**src/rtl/radix_4_div_pkg.sv**
```systemverilog
// ---------------------------------------------------------------------------
// radix_4_div_pkg
// Shared definitions for the radix-4 SRT divider iteration controller:
//   - one-hot FSM state enum plus the bit index of each state
//   - bit indices of the sign-coder one-hot quotient digit (-2..+2)
//   - one-hot digit patterns and the 2-bit digit values appended by the
//     on-the-fly quotient conversion
//   - debug struct exposing the controller state
// ---------------------------------------------------------------------------
package radix_4_div_pkg;

   localparam int ST_IDLE_IDX = 0;
   localparam int ST_PRE_IDX  = 1;
   localparam int ST_ITER_IDX = 2;
   localparam int ST_POST_IDX = 3;
   localparam int ST_DONE_IDX = 4;

   typedef enum logic [4:0] {
      S_IDLE = 5'b00001,
      S_PRE  = 5'b00010,
      S_ITER = 5'b00100,
      S_POST = 5'b01000,
      S_DONE = 5'b10000
   } state_e;

   // Bit positions inside the sign-coder digit: bit 4..0 = +2,+1,0,-1,-2.
   localparam int QUOT_NEG_2 = 0;
   localparam int QUOT_NEG_1 = 1;
   localparam int QUOT_ZERO  = 2;
   localparam int QUOT_POS_1 = 3;
   localparam int QUOT_POS_2 = 4;

   localparam logic [4:0] OH_NEG_2 = 5'(1 << QUOT_NEG_2);
   localparam logic [4:0] OH_NEG_1 = 5'(1 << QUOT_NEG_1);
   localparam logic [4:0] OH_ZERO  = 5'(1 << QUOT_ZERO);
   localparam logic [4:0] OH_POS_1 = 5'(1 << QUOT_POS_1);
   localparam logic [4:0] OH_POS_2 = 5'(1 << QUOT_POS_2);

   // Low two bits shifted into Q/QM by one conversion step.
   localparam logic [1:0] DIG_V0 = 2'd0;
   localparam logic [1:0] DIG_V1 = 2'd1;
   localparam logic [1:0] DIG_V2 = 2'd2;
   localparam logic [1:0] DIG_V3 = 2'd3;

   typedef struct packed {
      logic   dz_req;   // divisor_zero flag latched at the start handshake
      state_e state;    // current controller state
   } dbg_t;

endpackage

```
**src/rtl/radix_4_div_ctrl_if.sv**
```systemverilog
// ---------------------------------------------------------------------------
// radix_4_div_ctrl_if
// Bundles the request handshake, the datapath strobes/feedback and the
// result handshake of the radix-4 divider controller.
//   master : front-end / datapath side (drives *_i signals)
//   slave  : the controller (drives *_o signals)
//
// Handshakes: a transfer happens on a rising edge where valid and ready are
// both 1. The request side (start_valid_i/start_ready_o) and the result side
// (finish_valid_o/finish_ready_i) follow the same rule; once valid is raised
// it stays high, with its payload stable, until the transfer edge.
// ---------------------------------------------------------------------------
interface radix_4_div_ctrl_if #(
   parameter int WIDTH  = 32,
   parameter int ITER_W = $clog2(WIDTH/2+1)
);
   logic              start_valid_i;
   logic              start_ready_o;
   logic [ITER_W-1:0] iter_num_i;
   logic              quot_neg_i;
   logic              divisor_zero_i;
   logic [4:0]        quot_dig_i;
   logic              rem_neg_i;
   logic              pre_en_o;
   logic              iter_en_o;
   logic              post_en_o;
   logic              finish_valid_o;
   logic              finish_ready_i;
   logic [WIDTH-1:0]  quot_o;
   logic              div_zero_o;

   modport master (
      output start_valid_i, iter_num_i, quot_neg_i, divisor_zero_i,
             quot_dig_i, rem_neg_i, finish_ready_i,
      input  start_ready_o, pre_en_o, iter_en_o, post_en_o,
             finish_valid_o, quot_o, div_zero_o
   );

   modport slave (
      input  start_valid_i, iter_num_i, quot_neg_i, divisor_zero_i,
             quot_dig_i, rem_neg_i, finish_ready_i,
      output start_ready_o, pre_en_o, iter_en_o, post_en_o,
             finish_valid_o, quot_o, div_zero_o
   );
endinterface

```
**src/rtl/radix_4_otf_conv.sv**
```systemverilog
// ---------------------------------------------------------------------------
// radix_4_otf_conv
// On-the-fly conversion of signed radix-4 digits into a binary quotient.
// Keeps Q (value so far) and QM (Q - 1) so that negative digits never need
// a carry-propagating subtraction.
// Ports:
//   clk, rst   clock, synchronous active-high reset (Q=0, QM=all ones)
//   i_init     reinitialise Q/QM for a new division
//   i_en       apply i_dig this cycle
//   i_dig      one-hot digit, bit 4..0 = +2,+1,0,-1,-2
//   o_q, o_qm  Q and QM registers
// ---------------------------------------------------------------------------
module radix_4_otf_conv
   import radix_4_div_pkg::*;
#(
   parameter int WIDTH = 32
) (
   input  logic             clk,
   input  logic             rst,
   input  logic             i_init,
   input  logic             i_en,
   input  logic [4:0]       i_dig,
   output logic [WIDTH-1:0] o_q,
   output logic [WIDTH-1:0] o_qm
);

   logic [WIDTH-1:0] r_q;
   logic [WIDTH-1:0] r_qm;
   logic [WIDTH-1:0] w_q_nxt;
   logic [WIDTH-1:0] w_qm_nxt;

   // Shifts are left by 2, truncated to WIDTH. Anything that is not a clean
   // one-hot digit (including the explicit zero digit) takes the d=0 path.
   always_comb begin
      w_q_nxt  = {r_q[WIDTH-3:0],  DIG_V0};
      w_qm_nxt = {r_qm[WIDTH-3:0], DIG_V3};
      case (i_dig)
         OH_POS_2: begin
            w_q_nxt  = {r_q[WIDTH-3:0], DIG_V2};
            w_qm_nxt = {r_q[WIDTH-3:0], DIG_V1};
         end
         OH_POS_1: begin
            w_q_nxt  = {r_q[WIDTH-3:0], DIG_V1};
            w_qm_nxt = {r_q[WIDTH-3:0], DIG_V0};
         end
         OH_NEG_1: begin
            w_q_nxt  = {r_qm[WIDTH-3:0], DIG_V3};
            w_qm_nxt = {r_qm[WIDTH-3:0], DIG_V2};
         end
         OH_NEG_2: begin
            w_q_nxt  = {r_qm[WIDTH-3:0], DIG_V2};
            w_qm_nxt = {r_qm[WIDTH-3:0], DIG_V1};
         end
         default: begin
            w_q_nxt  = {r_q[WIDTH-3:0],  DIG_V0};
            w_qm_nxt = {r_qm[WIDTH-3:0], DIG_V3};
         end
      endcase
   end

   always_ff @(posedge clk) begin
      if (rst || i_init) begin
         r_q  <= '0;
         r_qm <= '1;
      end else if (i_en) begin
         r_q  <= w_q_nxt;
         r_qm <= w_qm_nxt;
      end
   end

   assign o_q  = r_q;
   assign o_qm = r_qm;

endmodule

```
**src/rtl/radix_4_div_ctrl.sv**
```systemverilog
// ---------------------------------------------------------------------------
// radix_4_div_ctrl
// Iteration controller for the radix-4 SRT integer divider. Accepts a divide
// request, strobes the datapath through PRE, N ITER cycles and POST, builds
// the quotient on the fly and returns it over the result handshake.
// Ports:
//   clk       clock, all state changes on the rising edge
//   rst       synchronous, active-high reset
//   bus       radix_4_div_ctrl_if.slave (handshakes, strobes, digit, result)
//   o_dbg     current FSM state and latched divide-by-zero request
// Build option:
//   RADIX_4_DIV_CTRL_DIV_ZERO_EN  when defined, a request flagged with
//   divisor_zero_i skips the iterations and returns an all-ones quotient with
//   div_zero_o=1. When undefined, divisor_zero_i has no effect on the result.
// ---------------------------------------------------------------------------
module radix_4_div_ctrl
   import radix_4_div_pkg::*;
#(
   parameter int WIDTH  = 32,
   parameter int ITER_W = $clog2(WIDTH/2+1)
) (
   input  logic                clk,
   input  logic                rst,
   radix_4_div_ctrl_if.slave   bus,
   output dbg_t                o_dbg
);

   localparam logic [ITER_W-1:0] MAX_ITER = ITER_W'(WIDTH/2);
   localparam logic [ITER_W-1:0] ONE_ITER = ITER_W'(1);

   state_e            r_state;
   logic [ITER_W-1:0] r_cnt;
   logic [ITER_W-1:0] r_iter_m1;
   logic              r_quot_neg;
   logic              r_dz_req;
   logic [WIDTH-1:0]  r_quot;
   logic              r_div_zero;

   logic [4:0]        w_state_bits;
   logic [ITER_W-1:0] w_n_clamp;
   logic              w_start;
   logic [WIDTH-1:0]  w_q;
   logic [WIDTH-1:0]  w_qm;
   logic [WIDTH-1:0]  w_corr;
   logic [WIDTH-1:0]  w_result;

   assign w_state_bits = r_state;
   assign w_start      = w_state_bits[ST_IDLE_IDX] & bus.start_valid_i;

   // Requested iteration count forced into 1..WIDTH/2.
   always_comb begin
      w_n_clamp = bus.iter_num_i;
      if (bus.iter_num_i == '0)
         w_n_clamp = ONE_ITER;
      else if (bus.iter_num_i > MAX_ITER)
         w_n_clamp = MAX_ITER;
   end

   // Negative final remainder means the quotient overshot by one: use QM.
   assign w_corr   = bus.rem_neg_i ? w_qm : w_q;
   assign w_result = r_quot_neg ? (-w_corr) : w_corr;

   radix_4_otf_conv #(.WIDTH(WIDTH)) u_otf (
      .clk    (clk),
      .rst    (rst),
      .i_init (w_start),
      .i_en   (w_state_bits[ST_ITER_IDX]),
      .i_dig  (bus.quot_dig_i),
      .o_q    (w_q),
      .o_qm   (w_qm)
   );

   always_ff @(posedge clk) begin
      if (rst) begin
         r_state    <= S_IDLE;
         r_cnt      <= '0;
         r_iter_m1  <= '0;
         r_quot_neg <= 1'b0;
         r_dz_req   <= 1'b0;
         r_quot     <= '0;
         r_div_zero <= 1'b0;
      end else begin
         case (r_state)
            S_IDLE: begin
               if (bus.start_valid_i) begin
                  r_iter_m1  <= w_n_clamp - ONE_ITER;
                  r_quot_neg <= bus.quot_neg_i;
                  r_dz_req   <= bus.divisor_zero_i;
                  r_div_zero <= 1'b0;
                  r_state    <= S_PRE;
               end
            end
            S_PRE: begin
`ifdef RADIX_4_DIV_CTRL_DIV_ZERO_EN
               if (r_dz_req) begin
                  r_quot     <= '1;
                  r_div_zero <= 1'b1;
                  r_state    <= S_DONE;
               end else begin
                  r_cnt   <= r_iter_m1;
                  r_state <= S_ITER;
               end
`else
               r_cnt   <= r_iter_m1;
               r_state <= S_ITER;
`endif
            end
            S_ITER: begin
               // Counter holds the number of ITER cycles still to come.
               if (r_cnt == '0)
                  r_state <= S_POST;
               else
                  r_cnt <= r_cnt - ONE_ITER;
            end
            S_POST: begin
               r_quot  <= w_result;
               r_state <= S_DONE;
            end
            S_DONE: begin
               if (bus.finish_ready_i)
                  r_state <= S_IDLE;
            end
            default: r_state <= S_IDLE;
         endcase
      end
   end

   // Strobes come straight from the one-hot state register bits.
   assign bus.start_ready_o  = w_state_bits[ST_IDLE_IDX];
   assign bus.pre_en_o       = w_state_bits[ST_PRE_IDX];
   assign bus.iter_en_o      = w_state_bits[ST_ITER_IDX];
   assign bus.post_en_o      = w_state_bits[ST_POST_IDX];
   assign bus.finish_valid_o = w_state_bits[ST_DONE_IDX];
   assign bus.quot_o         = r_quot;
   assign bus.div_zero_o     = r_div_zero;

   assign o_dbg.dz_req = r_dz_req;
   assign o_dbg.state  = r_state;

endmodule
```
**src/flat_wrapper.sv**
```systemverilog
// flat-port wrapper written by rule: the top's interface ports become plain ports
module radix_4_div_ctrl_flat import radix_4_div_pkg::*;
#(
   parameter int WIDTH  = 32,
   parameter int ITER_W = $clog2(WIDTH/2+1)
)
  (clk, rst, o_dbg, bus_start_valid_i, bus_iter_num_i, bus_quot_neg_i, bus_divisor_zero_i, bus_quot_dig_i, bus_rem_neg_i, bus_finish_ready_i, bus_start_ready_o, bus_pre_en_o, bus_iter_en_o, bus_post_en_o, bus_finish_valid_o, bus_quot_o, bus_div_zero_o);
  radix_4_div_ctrl_if #(.WIDTH(WIDTH), .ITER_W(ITER_W)) bus_i ();
  input  logic clk;
  input  logic rst;
  output dbg_t o_dbg;
  input wire logic [$bits(bus_i.start_valid_i)-1:0] bus_start_valid_i;
  input wire logic [$bits(bus_i.iter_num_i)-1:0] bus_iter_num_i;
  input wire logic [$bits(bus_i.quot_neg_i)-1:0] bus_quot_neg_i;
  input wire logic [$bits(bus_i.divisor_zero_i)-1:0] bus_divisor_zero_i;
  input wire logic [$bits(bus_i.quot_dig_i)-1:0] bus_quot_dig_i;
  input wire logic [$bits(bus_i.rem_neg_i)-1:0] bus_rem_neg_i;
  input wire logic [$bits(bus_i.finish_ready_i)-1:0] bus_finish_ready_i;
  output wire logic [$bits(bus_i.start_ready_o)-1:0] bus_start_ready_o;
  output wire logic [$bits(bus_i.pre_en_o)-1:0] bus_pre_en_o;
  output wire logic [$bits(bus_i.iter_en_o)-1:0] bus_iter_en_o;
  output wire logic [$bits(bus_i.post_en_o)-1:0] bus_post_en_o;
  output wire logic [$bits(bus_i.finish_valid_o)-1:0] bus_finish_valid_o;
  output wire logic [$bits(bus_i.quot_o)-1:0] bus_quot_o;
  output wire logic [$bits(bus_i.div_zero_o)-1:0] bus_div_zero_o;
  assign bus_i.start_valid_i = bus_start_valid_i;
  assign bus_i.iter_num_i = bus_iter_num_i;
  assign bus_i.quot_neg_i = bus_quot_neg_i;
  assign bus_i.divisor_zero_i = bus_divisor_zero_i;
  assign bus_i.quot_dig_i = bus_quot_dig_i;
  assign bus_i.rem_neg_i = bus_rem_neg_i;
  assign bus_i.finish_ready_i = bus_finish_ready_i;
  assign bus_start_ready_o = bus_i.start_ready_o;
  assign bus_pre_en_o = bus_i.pre_en_o;
  assign bus_iter_en_o = bus_i.iter_en_o;
  assign bus_post_en_o = bus_i.post_en_o;
  assign bus_finish_valid_o = bus_i.finish_valid_o;
  assign bus_quot_o = bus_i.quot_o;
  assign bus_div_zero_o = bus_i.div_zero_o;
  radix_4_div_ctrl #(.WIDTH(WIDTH), .ITER_W(ITER_W)) u_core (.clk(clk), .rst(rst), .bus(bus_i), .o_dbg(o_dbg));
endmodule
```
**config.mk**
```make
export PLATFORM = sky130hd
export DESIGN_NAME = radix_4_div_ctrl_flat
export DESIGN_NICKNAME = d
export VERILOG_FILES = /design/src/rtl/radix_4_div_pkg.sv /design/src/rtl/radix_4_div_ctrl_if.sv /design/src/rtl/radix_4_otf_conv.sv /design/src/rtl/radix_4_div_ctrl.sv /design/src/flat_wrapper.sv
export SDC_FILE = /design/constraint.sdc
export NUM_CORES = 1
export LEC_CHECK = 0
export ABC_CLOCK_PERIOD_IN_PS = 3650
export CAP_MARGIN = 5
export CORE_MARGIN = 4
export CORE_UTILIZATION = 29
export CTS_BUF_LIST = sky130_fd_sc_hd__clkbuf_8 sky130_fd_sc_hd__clkbuf_16
export CTS_CLUSTER_SIZE = 10
export DETAILED_ROUTE_END_ITERATION = 10
export GPL_ROUTABILITY_DRIVEN = 1
export SLEW_MARGIN = 20
export SYNTH_ARGS = -nofsm -noshare
export SYNTH_HDL_FRONTEND = slang
export SYNTH_HIERARCHICAL = 1
export SYNTH_SLANG_ARGS = --single-unit
```
**constraint.sdc**
```tcl
create_clock -name clk -period 3.65 [get_ports clk]
set_input_delay 0.5475 -clock clk [delete_from_list [all_inputs] [get_ports clk]]
set_output_delay 0.5475 -clock clk [all_outputs]
set_load 0.005 [all_outputs]
```
==> flow_summary_export.csv, run 1 <==
group,metric,value,unit
synth,synth.top_cell.area_share,0.331,
final_layout,final_common_cell,"dfxtp_1",
worst_setup_path,arrival,3.07,ns
hold_path,hold_path_end,"u_core/bus.quot_o[4]$_SDFFE_PP0P_",
synth,ys_dominant_reg_cell,"dfxtp_1",
clocking,cts-resized-gates,0,
global_route,overflow,0,
hold_path,min_path_cells,2,
run,maxCapViolations,0,
sta,fmax,0.367,GHz
worst_setup_path,critPathMaxStageDelay,0.52,ns
clocking,cts_tree,"yes",
synth,ys_ff_latch,113,
synth,yosysWarnings,6,
routing,drc,0,
sta,slew_viol_final,0,
worst_setup_path,r2r_start,"u_core/u_otf/o_qm[0]$_SDFFE_PP1P_",
worst_setup_path,path_cells,"buf_2 > buf_12 > nor3b_1 > o22ai_1 > nor4_2 > nand2_1 > or4_1 > a31oi_1",
die,dieHeight,161,um
sta,finalClockSkew,0.00933,ns
final_layout,diodes,0,
clocking,clk_pin_slew,0.05,ns
placement,pre_cts_ws,0.505,ns
routing,via_per_inst,5.66,
hold_path,min-delay-start,"u_core/bus.quot_o[4]$_SDFFE_PP0P_",
global_route,antenna_found_initial,0,
final_layout,final_cell_mix,"dfxtp_1 (112), nor3_1 (91), o21ai_0 (70)",
clocking,cts_buffer_depth,2,
sta,rsz0062_at_grt,"false",
sta,period_share,0.747,
placement,port_buffers,59,
synth,yosys.area.top_type,"dfxtp_1",
worst_setup_path,critical_path_class,"input port to register",
synth,syn-num-nets,887,
synth,seq_area_frac_synth,0.331,
routing,wirelength,20700,um
worst_setup_path,worstSetupStartpoint,"bus_rem_neg_i",
worst_setup_path,reg2reg_to,"u_core/bus.quot_o[25]$_SDFFE_PP0P_",
sta,period_needed,2.73,ns
worst_setup_path,required,4.00,ns
clocking,clock_sinks,113,
synth,synthCells,867,
die,ios,61,
final_layout,multi_input_area,4150,sq um
clocking,h-tree-depth,4,
routing,drt-pass1-iter-count,6,
routing,drt_iter0_drc,815,
power_and_ir_drop,p_per_area,394,nW/um^2
worst_setup_path,critPathLaunchType,"input port",
clocking,cts_hold_buf,0,
final_layout,seq_area,2270,sq um
die,rows,55,
global_route,grt_max_degree,135,
worst_setup_path,crit_buf_inv,2,
synth,ys_types,66,
routing,routedWlPerCell,17.4,um
worst_setup_path,crit_fanout,53,
clocking,clk_latency,0.42,ns
power_and_ir_drop,p_leak,2.50,nW
synth,synth_area,6830,sq um
placement,dp_hpwl,13300,um
final_layout,fin_area,8130,sq um
die,initial_core_util,0.298,
worst_setup_path,reg2reg_slack,0.98,ns
routing,vias,6759,
worst_setup_path,path_depth,8,
final_layout,drive_gt1_frac,0.0862,
die,core-area,22900,sq um
final_layout,final_net_count,892,
final_layout,area_delta_synth_final,19.1,%
worst_setup_path,reg2reg_depth,7,
worst_setup_path,crit_path_end_kind,"register",
final_layout,fillCellCount,2334,
outcome,status,"complete, no violations",
global_route,grt.total_usage,0.155,
power_and_ir_drop,vdd_drop_max,0.218,mV
sta,setup_violations,0,
global_route,grt_pass1_vias,6165,
synth,synthArstFlopShare,0,
synth,avgSynthCellArea,7.87,sq um
synth,synthTopCellsByArea,"dfxtp_1 (33%), nor3_1 (6.8%), mux2i_1 (5.4%), o21ai_0 (5.1%), a2111oi_0 (3.8%)",
clocking,postCtsSetupBuffers,0,
synth,synth-edff-count,0,
die,die_x,161,um
worst_setup_path,critPathSlowestCell,"nor4_2",
sta,hold_violations,0,
hold_path,hold_class,"register to register",
placement,gp_congestion,0.875,
sta,fin_setup_tns,0,ns
clocking,cts_root_buffer,"clkbuf_16",
sta,slew_headroom,0.415,
routing,ant_nets,0,
sta,worst_slack,0.922,ns
worst_setup_path,cpLargestDelayFamily,"simple AND/OR/NAND/NOR gates",
clocking,cts_buffers,17,
global_route,grt_first_pass_wirelength,33400,um
sta,max_slew.worst_pin.slew,0.867,ns
placement,place_area,7580,sq um
die,die_area,26100,sq um
cell usage after synthesis, types with 7 or more instances:
cell type / instances
or3_1: 7
nor4_1: 30
nand2b_1: 36
dfxtp_1: 113
buf_2: 31
nor3_1: 93
nor2_1: 39
nor4_2: 8
a21oi_1: 48
clkbuf_1: 44
o21ai_0: 70
nor3b_1: 8
o21ai_1: 7
nand2_1: 47
a31oi_1: 37
xor2_1: 16
nand3_1: 38
a2111oi_0: 30
xnor2_1: 11
buf_4: 8
mux2i_1: 37
kinds of logic (layout without fill, tap and decap cells):
logic type                 Yosys count  after routing  synth area share
other                                1              1          0.000549
buffers and inverters               97            112            0.0680
AOI/OAI and AO/OA                  240            240             0.222
xor gates and xnor gates            27             27            0.0346
muxes                               39             39            0.0576
DFF                                113            113             0.331
adders and majority gates            3              3           0.00550
and+or+nand+nor                    347            347             0.280
stage by stage:
stage                     cells  power [mW]   util  hold WS, ns
after global routing       1195        3.32  0.355        0.476
after CTS                  1195        3.22  0.355        0.450
after floorplan             867        1.57      -        0.432
after global placement     1166        1.67  0.331        0.440
final                      1195        3.21  0.355        0.452
after detailed placement   1166        1.67  0.331        0.445
power breakdown:
part           internal [mW]  switching (mW)
Combinational          0.136           0.249
Sequential              1.25          0.0213
Clock                  0.983           0.566
Total                   2.37           0.836
worst reg2reg max path, delay by kind of cell (launching register included):
family / cells / cell delay, ns
flops: 1 / 0.39
buf+inv: 1 / 0.22
compound gates: 3 / 0.95
simple gates: 2 / 0.87
xor+xnor: 1 / 0.12
area by class of cell:
type	count	share of cell area
clock buffer	21	0.0591
clock inverter	8	0.00800
inverter	6	0.00277
multi-input combinational	657	0.510
sequential	113	0.279
tap	313	0.0482
timing repair buffer	77	0.0933
state kept, by name, summed over array words and instances (netlist names):
signal	flops
u_core/bus.quot_o	32
u_core/u_otf/o_q	32
u_core/u_otf/o_qm	32
u_core/r_cnt	5
u_core/r_iter_m1	5
u_core/r_state	5
u_core/r_dz_req	1
u_core/r_quot_neg	1
how the worst max path moves through the flow:
stage	endpoint	slack, ns
after floorplan	u_core/bus.quot_o[28]$_SDFFE_PP0P_	0.03
after global placement	u_core/bus.quot_o[28]$_SDFFE_PP0P_	0.55
after detailed placement	u_core/bus.quot_o[28]$_SDFFE_PP0P_	0.51
after CTS	u_core/bus.quot_o[28]$_SDFFE_PP0P_	0.94
after global routing	u_core/bus.quot_o[31]$_SDFFE_PP0P_	0.78
final	u_core/bus.quot_o[28]$_SDFFE_PP0P_	0.92
metal layers:
layer | track usage | routed length [um] | vias to the layer above
li1 | - | - | 3281
met1 | 0.222 | 9960 | 3180
met2 | 0.232 | 8880 | 274
met3 | 0.0380 | 1700 | 24
met4 | 0.0399 | 202 | 0
met5 | 0 | 0 | -
Power figures use the tool's default switching activity.
==> run 2: changes to the inputs <==
ABC_CLOCK_PERIOD_IN_PS = 2220   (was 3650)
clock period = 2.22 ns   (was 3.65 ns; I/O delays follow)
==> run 2 against run 1 <==
Net effect:
- the flow now finishes with violations (negative setup slack)
- wire length grew 9.7%
- clock power up 83%
- clock-buffer cell count stayed put
- utilization grew 4.8 points
- worst hold slack worse by 0.0031 ns
- final area grew 14%
- combinational power grew 110%
==> flow_summary_export.csv, run 2 (synthesis results as in run 1) <==
group,metric,value,unit
run,maxCapViolations,0,
worst_setup_path,arrival,2.65,ns
clocking,cts_buffers,17,
routing,drt_iter0_drc,700,
clocking,cts_tree,"yes",
routing,ant_nets,0,
clocking,clk_pin_slew,0.05,ns
sta,fin_setup_tns,-0.616,ns
worst_setup_path,worstSetupStartpoint,"u_core/u_otf/o_qm[1]$_SDFFE_PP1P_",
sta,setup_violations,11,
worst_setup_path,path_cells,"or4b_4 > a222oi_1 > buf_4 > nand2_2 > buf_4 > o21a_1 > xnor2_1 > a22o_1",
sta,slew_viol_final,0,
global_route,top_usage_layer,"met2",
global_route,antenna_found_initial,0,
worst_setup_path,required,2.53,ns
clocking,clk_latency,0.42,ns
power_and_ir_drop,vdd_drop_max,0.478,mV
die,die_area,26100,sq um
worst_setup_path,critPathMaxStageDelay,0.54,ns
routing,via_per_inst,5.51,
global_route,grtUsageMet3,0.0375,
global_route,grt.total_usage,0.170,
hold_path,hold_class,"register to register",
power_and_ir_drop,p_leak,3.07,nW
clocking,cts_root_buffer,"clkbuf_16",
worst_setup_path,critical_path_class,"register to register",
routing,drc,0,
worst_setup_path,crit_fanout,4,
final_layout,diodes,0,
outcome,status,"finished with violations",
sta,slew_headroom,0.590,
worst_setup_path,cpLargestDelayFamily,"compound AO/OA/AOI/OAI gates",
sta,max_slew.worst_pin.slew,0.614,ns
sta,worst_slack,-0.116,ns
final_layout,fin_area,9240,sq um
sta,fmax,0.428,GHz
die,rows,55,
clocking,h-tree-depth,4,
worst_setup_path,critPathLaunchType,"register",
final_layout,final_cell_mix,"buf_4 (109), dfxtp_1 (109), nor3_1 (91)",
sta,hold_violations,0,
global_route,grt_pass1_vias,6523,
outcome,violations,"negative setup slack",
worst_setup_path,crit_buf_inv,2,
global_route,grt_max_degree,128,
placement,dp_hpwl,15400,um
die,core-area,22900,sq um
placement,port_buffers,59,
die,dieHeight,161,um
sta,finalClockSkew,0.0109,ns
worst_setup_path,r2r_start,"u_core/u_otf/o_qm[1]$_SDFFE_PP1P_",
die,die_x,161,um
sta,rsz0062_at_grt,"true",
placement,gp_congestion,0.893,
worst_setup_path,critPathSlowestCell,"or4b_4",
routing,drt-pass1-iter-count,5,
routing,wirelength,22800,um
final_layout,area_delta_synth_final,35.3,%
placement,place_area,8470,sq um
final_layout,fillCellCount,2302,
clocking,clock_sinks,113,
global_route,overflow,0,
worst_setup_path,crit_top_cell,"buf_4",
final_layout,final_net_count,993,
final_layout,drive_gt1_frac,0.211,
worst_setup_path,crit_path_end_kind,"register",
sta,period_needed,2.34,ns
die,initial_core_util,0.298,
hold_path,min-delay-start,"u_core/bus.quot_o[4]$_SDFFE_PP0P_",
clocking,cts_buffer_depth,2,
sta,period_share,1.05,
routing,vias,7160,
global_route,met2_usage,0.252,
routing,routedWlPerCell,17.5,um
global_route,grt_first_pass_wirelength,36100,um
global_route,met1_usage,0.247,
power_and_ir_drop,p_per_area,618,nW/um^2
die,ios,61,
## run 2: cell count changes in the layout (fill, tap and decap cells not counted), sizes merged
| cell | delta |
|---|---|
| buf | +100 |
| bufinv | +2 |
| clkinv | +2 |
| inv | -1 |
| nand4 | +1 |
## run 2: metal layers
layer / part of all wire / wire length (um) / vias up
met5: 0 / 0 / -
met2: 0.43 / 9890 / 268
met1: 0.47 / 10800 / 3393
met4: 0.015 / 345 / 0
li1: - / - / 3465
met3: 0.077 / 1760 / 34
## run 2: report_power, final
group	internal (mW)	leakage, nW	switching (mW)
combinational	0.323	1.85	0.475
clock	1.87	0.310	0.968
sequential	2.05	0.914	0.0222
## run 2: worst reg2reg max path, cell delays in order (launching register included)
cell and delay, ns:
dfxtp_2 0.34, or4b_4 0.54, a222oi_1 0.40, buf_4 0.23
nand2_2 0.09, buf_4 0.17, o21a_1 0.17, xnor2_1 0.12
a22o_1 0.18
## run 2: area by class of cell
class,count,area [sq um],area share
clock inverters,11,135,0.0146
repair buffers,177,1580,0.171
multi-input cells,658,4360,0.471
well taps,313,392,0.0424
flip-flops and latches,113,2270,0.246
clock buffers,21,480,0.0520
inverters,6,22.5,0.00244
## run 2: final timing paths
kind	cells past startpoint	slack, ns	endpoint
hold / removal	2	0.45	u_core/bus.quot_o[4]$_SDFFE_PP0P_
setup / recovery	8	-0.12	u_core/bus.quot_o[15]$_SDFFE_PP0P_
setup reg to reg	8	-0.12	u_core/bus.quot_o[15]$_SDFFE_PP0P_
hold reg to reg	2	0.45	u_core/bus.quot_o[4]$_SDFFE_PP0P_
## run 2: metrics by stage
step | hold slack, ns | power, mW | util | cells | setup slack, ns
2_1_floorplan | 0.432 | 2.60 | - | 867 | -0.328
3_3_place_gp | 0.438 | 2.87 | 0.370 | 1264 | -0.492
3_5_place_dp | 0.444 | 2.88 | 0.370 | 1264 | -0.506
4_1_cts | 0.451 | 5.73 | 0.400 | 1299 | -0.109
5_1_grt | 0.473 | 5.91 | 0.403 | 1299 | -0.242
6_report | 0.449 | 5.71 | 0.403 | 1299 | -0.116
## run 2: timing repair
action	CTS	global route
setup buffers	2	0
gates cloned	1	0
pin swaps	6	18
gates resized for setup	7	14
endpoints found under the setup margin	13	20
hold endpoints to repair	0	0
hold buffers	0	0
==> patch: new RTL, flow settings as in run 2 <==
Add a define of `RADIX_4_DIV_CTRL_DIV_ZERO_EN`.
--- a/src/rtl/radix_4_div_ctrl.sv
+++ b/src/rtl/radix_4_div_ctrl.sv
@@ -15,2 +15,4 @@
 // ---------------------------------------------------------------------------
+`define RADIX_4_DIV_CTRL_DIV_ZERO_EN
+
 module radix_4_div_ctrl
Function: changed (a bounded check fails within 4 cycles, from zero or initial values and one cycle with rst high).
==> patch against run 2 <==
  * Count of clock-buffer cells in the layout decreased by 2
  * Total power rose by 6.4%
  * Cell area down 1.7%
  * Area after synthesis is 2.3% higher
  * Critical path type unchanged
  * Sequential cell count up 1
  * Routed wire length fell by 6.6%
  * Worst setup slack better by 0.18 ns
  * Die area up 2.2%
==> patch: results (changes against run 2) <==
[logic_synthesis]
seq_area_frac_synth = 0.3269  ; -0.004497
ys_warn_count = 6  ; unchanged
synth-xor-area-share = 0.04140  ; +0.006757
synthDistinctLibCells = 70  ; +6.1%
synth_ff_type = dfxtp_1
synthTopCellsByCount = dfxtp_1 (114), nor3_1 (94), o21ai_0 (77), nor2_1 (68), clkbuf_1 (43)
synthMuxAreaShare = 0.05466  ; -0.002892
synth_edf_count = 0  ; unchanged
synth_nets = 875  ; -1.4%
synth_area_leaders = dfxtp_1 (33%), nor3_1 (6.7%), o21ai_0 (5.5%), mux2i_1 (4.0%), a2111oi_0 (3.9%)
synth_adder_area_share = 0.005376  ; -0.0001222
synth-compound-area-share = 0.2296  ; +0.007612

[clocking]
clkLatencyLatePin_ns = 0.42  ; about the same
post_cts_buffers = 0  ; -2
clk_pin_slew_ns = 0.06
root_buffer = clkbuf_16
clock_tree.buffer_depth = 2  ; unchanged
h-tree-depth = 4  ; unchanged

[global_route]
grt_pass1_wl_um = 34330  ; -4.8%
grt_usage = 0.1571  ; -0.01339
grt_pass1_vias = 6395  ; -2.0%

[worst_setup_path]
worst_r2r_endpoint = u_core/bus.quot_o[31]
critPathMaxFanout = 6  ; +2
rr_startpoint = u_core/u_otf/o_qm[1]
r2r_setup_slack_ns = 0.06  ; +0.18 ns
rr_worst_depth = 6  ; -2
cp.arrival_ns = 2.46  ; -0.19 ns
worstPathRequired_ns = 2.53  ; about the same

[detailed_routing]
drt_iter0_markers = 647  ; -7.6%
drc_errors = 0  ; unchanged
wire_per_inst_um = 16.62  ; -5.1%
drt-pass1-iter-count = 7  ; +2
vias = 6901  ; -3.6%

[sta]
worstMarginPinSlew_ns = 0.9429  ; +0.3286 ns
skew_ns = 0.01019  ; -0.0007460 ns
timing.hold.ws_ns = 0.4734  ; +0.02404 ns

[min_path]
hold_path_class = register to register
hold_depth = 2  ; unchanged
holdCritStartpoint = u_core/bus.div_zero_o
whs_endpoint = u_core/bus.div_zero_o

[placement]
dp_hpwl_um = 14660  ; -4.5%
port_buffers = 60  ; +1.7%
gp_congestion = 0.8309  ; -6.9%
post-place-ws_ns = -0.2626  ; +0.2437 ns

[finish]
n_antenna_cell = 0  ; unchanged
drive_above_1_share = 0.2033  ; -0.007617
fin_nets = 966  ; -2.7%

[status]
outcome = finished clean

[power]
ir_drop_mv = 0.5114  ; +7.0%
p_leak_nw = 2.988  ; -2.7%

## patch: worst max-delay path, stage by stage (launching register included)
cell and delay, ns:
dfxtp_1 0.36, nor4b_4 0.31, o221ai_2 0.16, or4_4 0.63
nor3_1 0.29, nand4_1 0.13, o211a_1 0.17
## patch: through the flow
| step | area [um^2] | TNS [ns] | cells | total power, mW |
|---|---|---|---|---|
| finish | 9080 | 0 | 1278 | 6.074 |
| global route | 9080 | -0.01595 | 1278 | 6.331 |
| CTS | 9052 | 0 | 1278 | 6.100 |
| detailed placement | 8452 | -3.691 | 1246 | 3.341 |
| global placement | 8452 | -2.786 | 1246 | 3.330 |
| floorplan | 7041 | -4.158 | 855 | 2.965 |
## patch: what timing repair did
item                       4_1_cts  5_1_grt
hold buffers                     0        0
pin swaps                        0        6
setup endpoints to repair        4       13
hold endpoints to repair         0        0
resized for setup                1        5
## patch: cells by family after synthesis
family / after synthesis
AND/OR/NAND/NOR: 326
AO/OA/AOI/OAI: 240
flip-flops: 114
buffers and inverters: 103
multiplexers: 36
XOR/XNOR: 33
adder cells (fa/ha/maj): 3
## patch: how the worst max path moves through the flow
stage | slack, ns | to | startpoint | depth (start not counted)
floorplan | -0.46 | u_core/bus.quot_o[18] | bus_rem_neg_i | 14
finish | 0.06 | u_core/bus.quot_o[31] | u_core/u_otf/o_qm[1] | 6
detailed placement | -0.26 | u_core/bus.quot_o[27] | bus_rem_neg_i | 8
global placement | -0.22 | u_core/bus.quot_o[18] | bus_rem_neg_i | 9
CTS | 0.003 | u_core/bus.quot_o[18] | u_core/u_otf/o_qm[1] | 8
global route | -0.01 | u_core/bus.quot_o[26] | u_core/u_otf/o_q[0] | 9
## patch: report_power, final
part | leakage, nW | switching (mW) | internal [mW]
clock network | 0.298 | 0.963 | 1.80
registers | 0.923 | 0.0805 | 2.12
logic | 1.77 | 0.632 | 0.485
## patch: metal layers
metal	vias to the layer above	routed length, um	track usage
met4	0	240	0.04461
met2	249	9304	0.2362
met1	3234	10150	0.2257
li1	3393	-	-
met5	-	0	0
met3	25	1543	0.03507
## patch: layout make-up
cell class              count  area (um^2)
flip-flops and latches    114         2286
inverters                   9        33.78
repair buffers            166         1481
clock buffers              19        452.9
clock inverters            13        143.9
well taps                 319        399.1
multi-input cells         638         4283
fillers                  2370        14530
